--- src/rtl/axi_write_data_arbiter_pkg.sv ---
// Shared interconnect definitions for the AXI write-data arbiter.
package axi_write_data_arbiter_pkg;

    localparam int unsigned LEN_W_DEF = 4;

    typedef enum logic {
        ST_IDLE = 1'b0,
        ST_DATA = 1'b1
    } wda_state_e;

    // Pick the AWLEN of the granted master (0 = M0, 1 = M1).
    function automatic logic [LEN_W_DEF-1:0] pick_len(input logic sel,
                                                      input logic [LEN_W_DEF-1:0] len0,
                                                      input logic [LEN_W_DEF-1:0] len1);
        return sel ? len1 : len0;
    endfunction

endpackage

--- src/rtl/axi_write_data_arbiter_if.sv ---
// Bundle of the two-master AW/W handshake signals plus arbiter status outputs.
interface axi_write_data_arbiter_if
    import axi_write_data_arbiter_pkg::*;
#(
    parameter int unsigned LEN_W = LEN_W_DEF
);

    logic             M0_AWVALID, M1_AWVALID;
    logic [LEN_W-1:0] M0_AWLEN, M1_AWLEN;
    logic             M0_AWREADY, M1_AWREADY;
    logic             M0_WVALID, M1_WVALID, M0_WLAST, M1_WLAST;
    logic             M0_WREADY, M1_WREADY;
    logic             S_WREADY, S_WVALID, S_WLAST;
    logic             Sel, Busy, Last_Mismatch;

    // Environment side: masters and slave drive requests and ready.
    modport master (
        output M0_AWVALID, M1_AWVALID, M0_AWLEN, M1_AWLEN,
        output M0_WVALID, M1_WVALID, M0_WLAST, M1_WLAST, S_WREADY,
        input  M0_AWREADY, M1_AWREADY, M0_WREADY, M1_WREADY,
        input  S_WVALID, S_WLAST, Sel, Busy, Last_Mismatch
    );

    // Arbiter side.
    modport slave (
        input  M0_AWVALID, M1_AWVALID, M0_AWLEN, M1_AWLEN,
        input  M0_WVALID, M1_WVALID, M0_WLAST, M1_WLAST, S_WREADY,
        output M0_AWREADY, M1_AWREADY, M0_WREADY, M1_WREADY,
        output S_WVALID, S_WLAST, Sel, Busy, Last_Mismatch
    );

endinterface

--- src/rtl/axi_write_data_arbiter_rr_arbiter_2.sv ---
// Two-way priority pick: lone requester wins, ties go to the master named by prio.
module rr_arbiter_2 (
    input  logic req0_i,
    input  logic req1_i,
    input  logic prio_i,
    output logic grant_c_o,
    output logic valid_c_o
);

    assign valid_c_o = req0_i | req1_i;
    assign grant_c_o = (req0_i & req1_i) ? prio_i : req1_i;

endmodule

--- src/rtl/axi_write_data_arbiter.sv ---
// Routes one master's W burst at a time to the slave, granted per AW handshake,
// with arbiter-generated WLAST and a pulse when the master's WLAST disagrees.
module axi_write_data_arbiter
    import axi_write_data_arbiter_pkg::*;
#(
    parameter int unsigned LEN_W = LEN_W_DEF
) (
    input  logic                     ACLK,
    input  logic                     ARESETN,
    axi_write_data_arbiter_if.slave  bus
);

    wda_state_e       state_q, state_d;
    logic             sel_q, sel_d;
    logic             prio_q, prio_d;
    logic             busy_q, busy_d;
    logic             mism_q, mism_d;
    logic [LEN_W-1:0] beat_q, beat_d;
    logic [LEN_W-1:0] len_q, len_d;

    logic grant_c, req_valid_c;
    logic is_idle, is_data, at_last, aw_hs, w_hs, wvalid_sel, wlast_sel;

    rr_arbiter_2 u_rr (
        .req0_i    (bus.M0_AWVALID),
        .req1_i    (bus.M1_AWVALID),
        .prio_i    (prio_q),
        .grant_c_o (grant_c),
        .valid_c_o (req_valid_c)
    );

    assign is_idle    = (state_q == ST_IDLE);
    assign is_data    = (state_q == ST_DATA);
    assign at_last    = (beat_q == len_q);
    assign aw_hs      = is_idle & req_valid_c;
    assign wvalid_sel = sel_q ? bus.M1_WVALID : bus.M0_WVALID;
    assign wlast_sel  = sel_q ? bus.M1_WLAST  : bus.M0_WLAST;
    assign w_hs       = bus.S_WVALID & bus.S_WREADY;

    // Address accept and W-channel steering toward the selected master.
    assign bus.M0_AWREADY = aw_hs & ~grant_c;
    assign bus.M1_AWREADY = aw_hs & grant_c;
    assign bus.S_WVALID   = is_data & wvalid_sel;
    assign bus.S_WLAST    = is_data & at_last;
    assign bus.M0_WREADY  = is_data & ~sel_q & bus.S_WREADY;
    assign bus.M1_WREADY  = is_data & sel_q & bus.S_WREADY;

    assign bus.Sel           = sel_q;
    assign bus.Busy          = busy_q;
    assign bus.Last_Mismatch = mism_q;

    always_ff @(posedge ACLK or negedge ARESETN) begin
        if (!ARESETN) begin
            state_q <= ST_IDLE;
            sel_q   <= 1'b0;
            prio_q  <= 1'b0;
            busy_q  <= 1'b0;
            mism_q  <= 1'b0;
            beat_q  <= '0;
            len_q   <= '0;
        end else begin
            state_q <= state_d;
            sel_q   <= sel_d;
            prio_q  <= prio_d;
            busy_q  <= busy_d;
            mism_q  <= mism_d;
            beat_q  <= beat_d;
            len_q   <= len_d;
        end
    end

    always_comb begin
        state_d = state_q;
        sel_d   = sel_q;
        prio_d  = prio_q;
        busy_d  = busy_q;
        beat_d  = beat_q;
        len_d   = len_q;
        // Master's WLAST is only advisory; a disagreement is flagged, never acted on.
        mism_d  = w_hs & (wlast_sel != at_last);

        case (state_q)
            ST_IDLE: begin
                if (aw_hs) begin
                    state_d = ST_DATA;
                    sel_d   = grant_c;
                    len_d   = LEN_W'(pick_len(grant_c, LEN_W_DEF'(bus.M0_AWLEN),
                                              LEN_W_DEF'(bus.M1_AWLEN)));
                    beat_d  = '0;
                    busy_d  = 1'b1;
                end
            end
            ST_DATA: begin
                if (w_hs) begin
                    if (at_last) begin
                        state_d = ST_IDLE;
                        beat_d  = '0;
                        busy_d  = 1'b0;
                        prio_d  = ~sel_q;
                    end else begin
                        beat_d  = beat_q + LEN_W'(1);
                    end
                end
            end
            default: state_d = ST_IDLE;
        endcase
    end

endmodule
--- src/flat_wrapper.sv ---
// flat-port wrapper written by rule: the top's interface ports become plain ports
module axi_write_data_arbiter_flat import axi_write_data_arbiter_pkg::*;
#(
    parameter int unsigned LEN_W = LEN_W_DEF
)
  (ACLK, ARESETN, bus_M0_AWVALID, bus_M1_AWVALID, bus_M0_AWLEN, bus_M1_AWLEN, bus_M0_WVALID, bus_M1_WVALID, bus_M0_WLAST, bus_M1_WLAST, bus_S_WREADY, bus_M0_AWREADY, bus_M1_AWREADY, bus_M0_WREADY, bus_M1_WREADY, bus_S_WVALID, bus_S_WLAST, bus_Sel, bus_Busy, bus_Last_Mismatch);
  axi_write_data_arbiter_if #(.LEN_W(LEN_W)) bus_i ();
  input  logic ACLK;
  input  logic ARESETN;
  input wire logic [$bits(bus_i.M0_AWVALID)-1:0] bus_M0_AWVALID;
  input wire logic [$bits(bus_i.M1_AWVALID)-1:0] bus_M1_AWVALID;
  input wire logic [$bits(bus_i.M0_AWLEN)-1:0] bus_M0_AWLEN;
  input wire logic [$bits(bus_i.M1_AWLEN)-1:0] bus_M1_AWLEN;
  input wire logic [$bits(bus_i.M0_WVALID)-1:0] bus_M0_WVALID;
  input wire logic [$bits(bus_i.M1_WVALID)-1:0] bus_M1_WVALID;
  input wire logic [$bits(bus_i.M0_WLAST)-1:0] bus_M0_WLAST;
  input wire logic [$bits(bus_i.M1_WLAST)-1:0] bus_M1_WLAST;
  input wire logic [$bits(bus_i.S_WREADY)-1:0] bus_S_WREADY;
  output wire logic [$bits(bus_i.M0_AWREADY)-1:0] bus_M0_AWREADY;
  output wire logic [$bits(bus_i.M1_AWREADY)-1:0] bus_M1_AWREADY;
  output wire logic [$bits(bus_i.M0_WREADY)-1:0] bus_M0_WREADY;
  output wire logic [$bits(bus_i.M1_WREADY)-1:0] bus_M1_WREADY;
  output wire logic [$bits(bus_i.S_WVALID)-1:0] bus_S_WVALID;
  output wire logic [$bits(bus_i.S_WLAST)-1:0] bus_S_WLAST;
  output wire logic [$bits(bus_i.Sel)-1:0] bus_Sel;
  output wire logic [$bits(bus_i.Busy)-1:0] bus_Busy;
  output wire logic [$bits(bus_i.Last_Mismatch)-1:0] bus_Last_Mismatch;
  assign bus_i.M0_AWVALID = bus_M0_AWVALID;
  assign bus_i.M1_AWVALID = bus_M1_AWVALID;
  assign bus_i.M0_AWLEN = bus_M0_AWLEN;
  assign bus_i.M1_AWLEN = bus_M1_AWLEN;
  assign bus_i.M0_WVALID = bus_M0_WVALID;
  assign bus_i.M1_WVALID = bus_M1_WVALID;
  assign bus_i.M0_WLAST = bus_M0_WLAST;
  assign bus_i.M1_WLAST = bus_M1_WLAST;
  assign bus_i.S_WREADY = bus_S_WREADY;
  assign bus_M0_AWREADY = bus_i.M0_AWREADY;
  assign bus_M1_AWREADY = bus_i.M1_AWREADY;
  assign bus_M0_WREADY = bus_i.M0_WREADY;
  assign bus_M1_WREADY = bus_i.M1_WREADY;
  assign bus_S_WVALID = bus_i.S_WVALID;
  assign bus_S_WLAST = bus_i.S_WLAST;
  assign bus_Sel = bus_i.Sel;
  assign bus_Busy = bus_i.Busy;
  assign bus_Last_Mismatch = bus_i.Last_Mismatch;
  axi_write_data_arbiter #(.LEN_W(LEN_W)) u_core (.ACLK(ACLK), .ARESETN(ARESETN), .bus(bus_i));
endmodule
--- config.mk ---
export PLATFORM = sky130hd
export DESIGN_NAME = axi_write_data_arbiter_flat
export DESIGN_NICKNAME = d
export VERILOG_FILES = /design/src/rtl/axi_write_data_arbiter_pkg.sv /design/src/rtl/axi_write_data_arbiter_if.sv /design/src/rtl/axi_write_data_arbiter_rr_arbiter_2.sv /design/src/rtl/axi_write_data_arbiter.sv /design/src/flat_wrapper.sv
export SDC_FILE = /design/constraint.sdc
export NUM_CORES = 1
export LEC_CHECK = 0
export ABC_AREA = 1
export CORE_MARGIN = 3
export CORE_UTILIZATION = 36
export CTS_BUF_LIST = sky130_fd_sc_hd__clkbuf_4
export DETAILED_ROUTE_END_ITERATION = 10
export GPL_TIMING_DRIVEN = 0
export PLACE_DENSITY = 0.65
export SLEW_MARGIN = 20
export SYNTH_ARGS = -nofsm -noshare
export SYNTH_HDL_FRONTEND = slang
export SYNTH_SLANG_ARGS = --single-unit
--- constraint.sdc ---
create_clock -name ACLK -period 1.7 [get_ports ACLK]
set_input_delay 0.17 -clock ACLK [delete_from_list [all_inputs] [get_ports ACLK]]
set_output_delay 0.17 -clock ACLK [all_outputs]
set_load 0.03 [all_outputs]
==> run metrics <==
status completed; DIE WIDTH 52.87 microns; Clk pwr share 11.1%; via count 749; FF-to-FF End u_core.beat_q[2]; most common cell after layout, fill and taps aside nand2_1; Fillers 206; die extent in y 52.87 microns; Synth cell types 19; synth warn 0; Hold WC Path Type input port to asynchronous set/reset pin; worst setup path class register to output pin; CTS tree built; worst-margin pin slew 0.5913 ns; PortBufs 25; ANT cells 0; RSZ-0062 raised after global routing false; clk_skew 0.009746 ns; PwrDens 1711 nW/um^2; Pre-Repair DR Iteration Count 4; post-cts sizing count 17; cell area after placement 1075 sq um; Mapped Area 790.8 sq um; max_slew headroom 60.46%; # DRC 0; clk_lat worst skew 0.28 ns; Hold WS 0.2587 ns; Boundary Pins 26; Peak Freq 619.2 MHz; Critical Path RT 1.53 ns; Post-Route WL 1730 microns; post-route ant nets 0; FF-to-FF Start u_core.bus.Sel; R2R depth 8; synthesized area per cell 7.677 sq um; CTS Hold Bufs 0; total grt overflow 0; detailed-route vias per instance 4.711; H-tree Lvls 1; global-route wire length before repair 2946 microns; worst path arrival time 1.45 ns; FF-to-FF setup slack 0.45 ns; P_sw 0.9088 mW; vias in the first global route 651; Layout Nets 151; part of the power in registers 30.6%; Leak Pwr 0.5539 nW; CP Launch Type register; setup bufs post-CTS 0; largest net degree at the start of global routing 14; post-synth top area cell dfrtp_1; DR WL/cell 10.88 microns; clk buf depth 2; area of the multi-input gates 397.9 sq um; DIE AREA 2795 sq um; initial drt markers 13; Final min period 1.615 ns; crit-path max FO 6; Starting Density 39.11%; final instance area 1086 sq um; Synth top area share 41.14%; Sw Share 48.92%; endpoints failing setup 0; sequential area share after synthesis 41.14%; clk slew on worst S/H paths 0.08 ns; Reg area 327.8 sq um; Site Rows 16; period utilization 95.01%; Cell Int Power 0.9490 mW; most frequent cells in the layout nand2_1 (37), clkdlybuf4s50_1 (19), inv_1 (11), dfrtp_1 (11), nand3_1 (6); Total GRT Usage 14.58%; core area 2022 sq um; max-cap violations 0; number of synthesized register bits 13; P&R area growth vs syn 37.34%; syn_nets 121; Inserted Clock Buffers 3; part of the power in combinational logic 58.2%; peak supply drop 988.2 uV; Slew Limit Fails 0; Cells after Synth 103; Worst setup EP type output pin; CTS Root Cell clkbuf_4; final hold violation count 0; hpwl dp 1350 microns; Area contributors post-synth dfrtp_1 (41%), nand2_1 (18%), nor2_4 (5.7%); Clock Sinks 13; routability congestion estimate 0.7633; Total Power 1.858 mW; layout cell share with drive strength beyond 1 21.21%; initial antenna violation count 0
## worst max path at each step
| stage | start | end | slack, ns | depth (start not counted) |
|---|---|---|---|---|
| 3_5_place_dp | bus_M0_AWVALID | bus_M0_AWREADY | -0.35 | 6 |
| 4_1_cts | u_core.is_data | bus_M1_AWREADY | 0.01 | 5 |
| 2_1_floorplan | u_core.bus.Sel | bus_M1_WREADY | 0.14 | 2 |
| 5_1_grt | u_core.beat_q[0] | bus_S_WLAST | 0.0004 | 7 |
| 6_report | u_core.beat_q[1] | bus_S_WLAST | 0.08 | 5 |
| 3_3_place_gp | bus_M0_AWVALID | bus_M0_AWREADY | -0.33 | 6 |
## state kept, by name, summed over array words and instances (netlist names)
| signal | flops |
|---|---|
| u_core.is_data | 1 |
| u_core.bus.Busy | 1 |
| u_core.bus.Sel | 1 |
| u_core.prio_q | 1 |
| u_core.beat_q | 4 |
| u_core.len_q | 4 |
| u_core.bus.Last_Mismatch | 1 |
## final cells by class
cell class | count | area share, %
Clock buffer | 4 | 2.765
Buffer | 1 | 0.6912
Multi-Input combinational cell | 73 | 36.64
Timing Repair Buffer | 25 | 21.08
Sequential cell | 13 | 30.18
Inverter | 16 | 5.530
Tap cell | 27 | 3.111
## per-stage QoR
| stage | setup TNS (ns) | utilization, % | cells | setup WS [ns] |
|---|---|---|---|---|
| global route | 0 | 53.71 | 159 | 0.0003665 |
| detailed placement | -0.8941 | 53.16 | 155 | -0.3516 |
| finish | 0 | 53.71 | 159 | 0.08491 |
| floorplan | 0 | - | 103 | 0.1373 |
| global placement | -0.8062 | 53.16 | 155 | -0.3299 |
| CTS | 0 | 54.08 | 159 | 0.01345 |
## power groups by stage
stage | sequential [mW] | combinational, mW | clock (mW)
floorplan | 0.593 | 0.769 | 0
global placement | 0.567 | 1.11 | 0
detailed placement | 0.567 | 1.12 | 0
CTS | 0.568 | 1.09 | 0.215
global route | 0.589 | 1.20 | 0.227
finish | 0.569 | 1.08 | 0.207
## cell families (layout without fill, tap and decap cells)
group	Yosys count	after routing	share of synthesized area (%)
buf+inv	17	46	8.545
compound gates	7	7	6.804
simple gates	63	63	39.72
xor+xnor	2	2	2.216
fa+ha+maj	1	1	1.582
flops	13	13	41.14
## routing by layer
| layer | track usage [%] | share of wire (%) | up-vias |
|---|---|---|---|
| li1 | - | - | 381 |
| met1 | 19.72 | 45 | 346 |
| met2 | 21.49 | 49 | 22 |
| met3 | 4.789 | 5.4 | 0 |
| met4 | 5.106 | 0 | 0 |
| met5 | 0 | 0 | - |
## worst max-delay path, stage by stage (launching register included)
cell and delay, ns:
dfrtp_1 0.45, xor2_1 0.19, nor2_4 0.15, nand2_4 0.10
nor2_1 0.09, clkbuf_4 0.19
## Yosys cell counts
library cell	number
a21oi_4	1
nor2_2	1
nand4_1	5
nand2_4	2
nand2_2	3
nor2_4	4
nor2_1	3
nor3_1	2
a21oi_1	2
o211ai_1	3
nand3_1	6
xor2_1	2
inv_1	11
nand2_1	37
ha_1	1
dfrtp_1	13
buf_4	1
o21ai_0	1
inv_2	5
No activity file was read; power rests on OpenSTA's default activity.
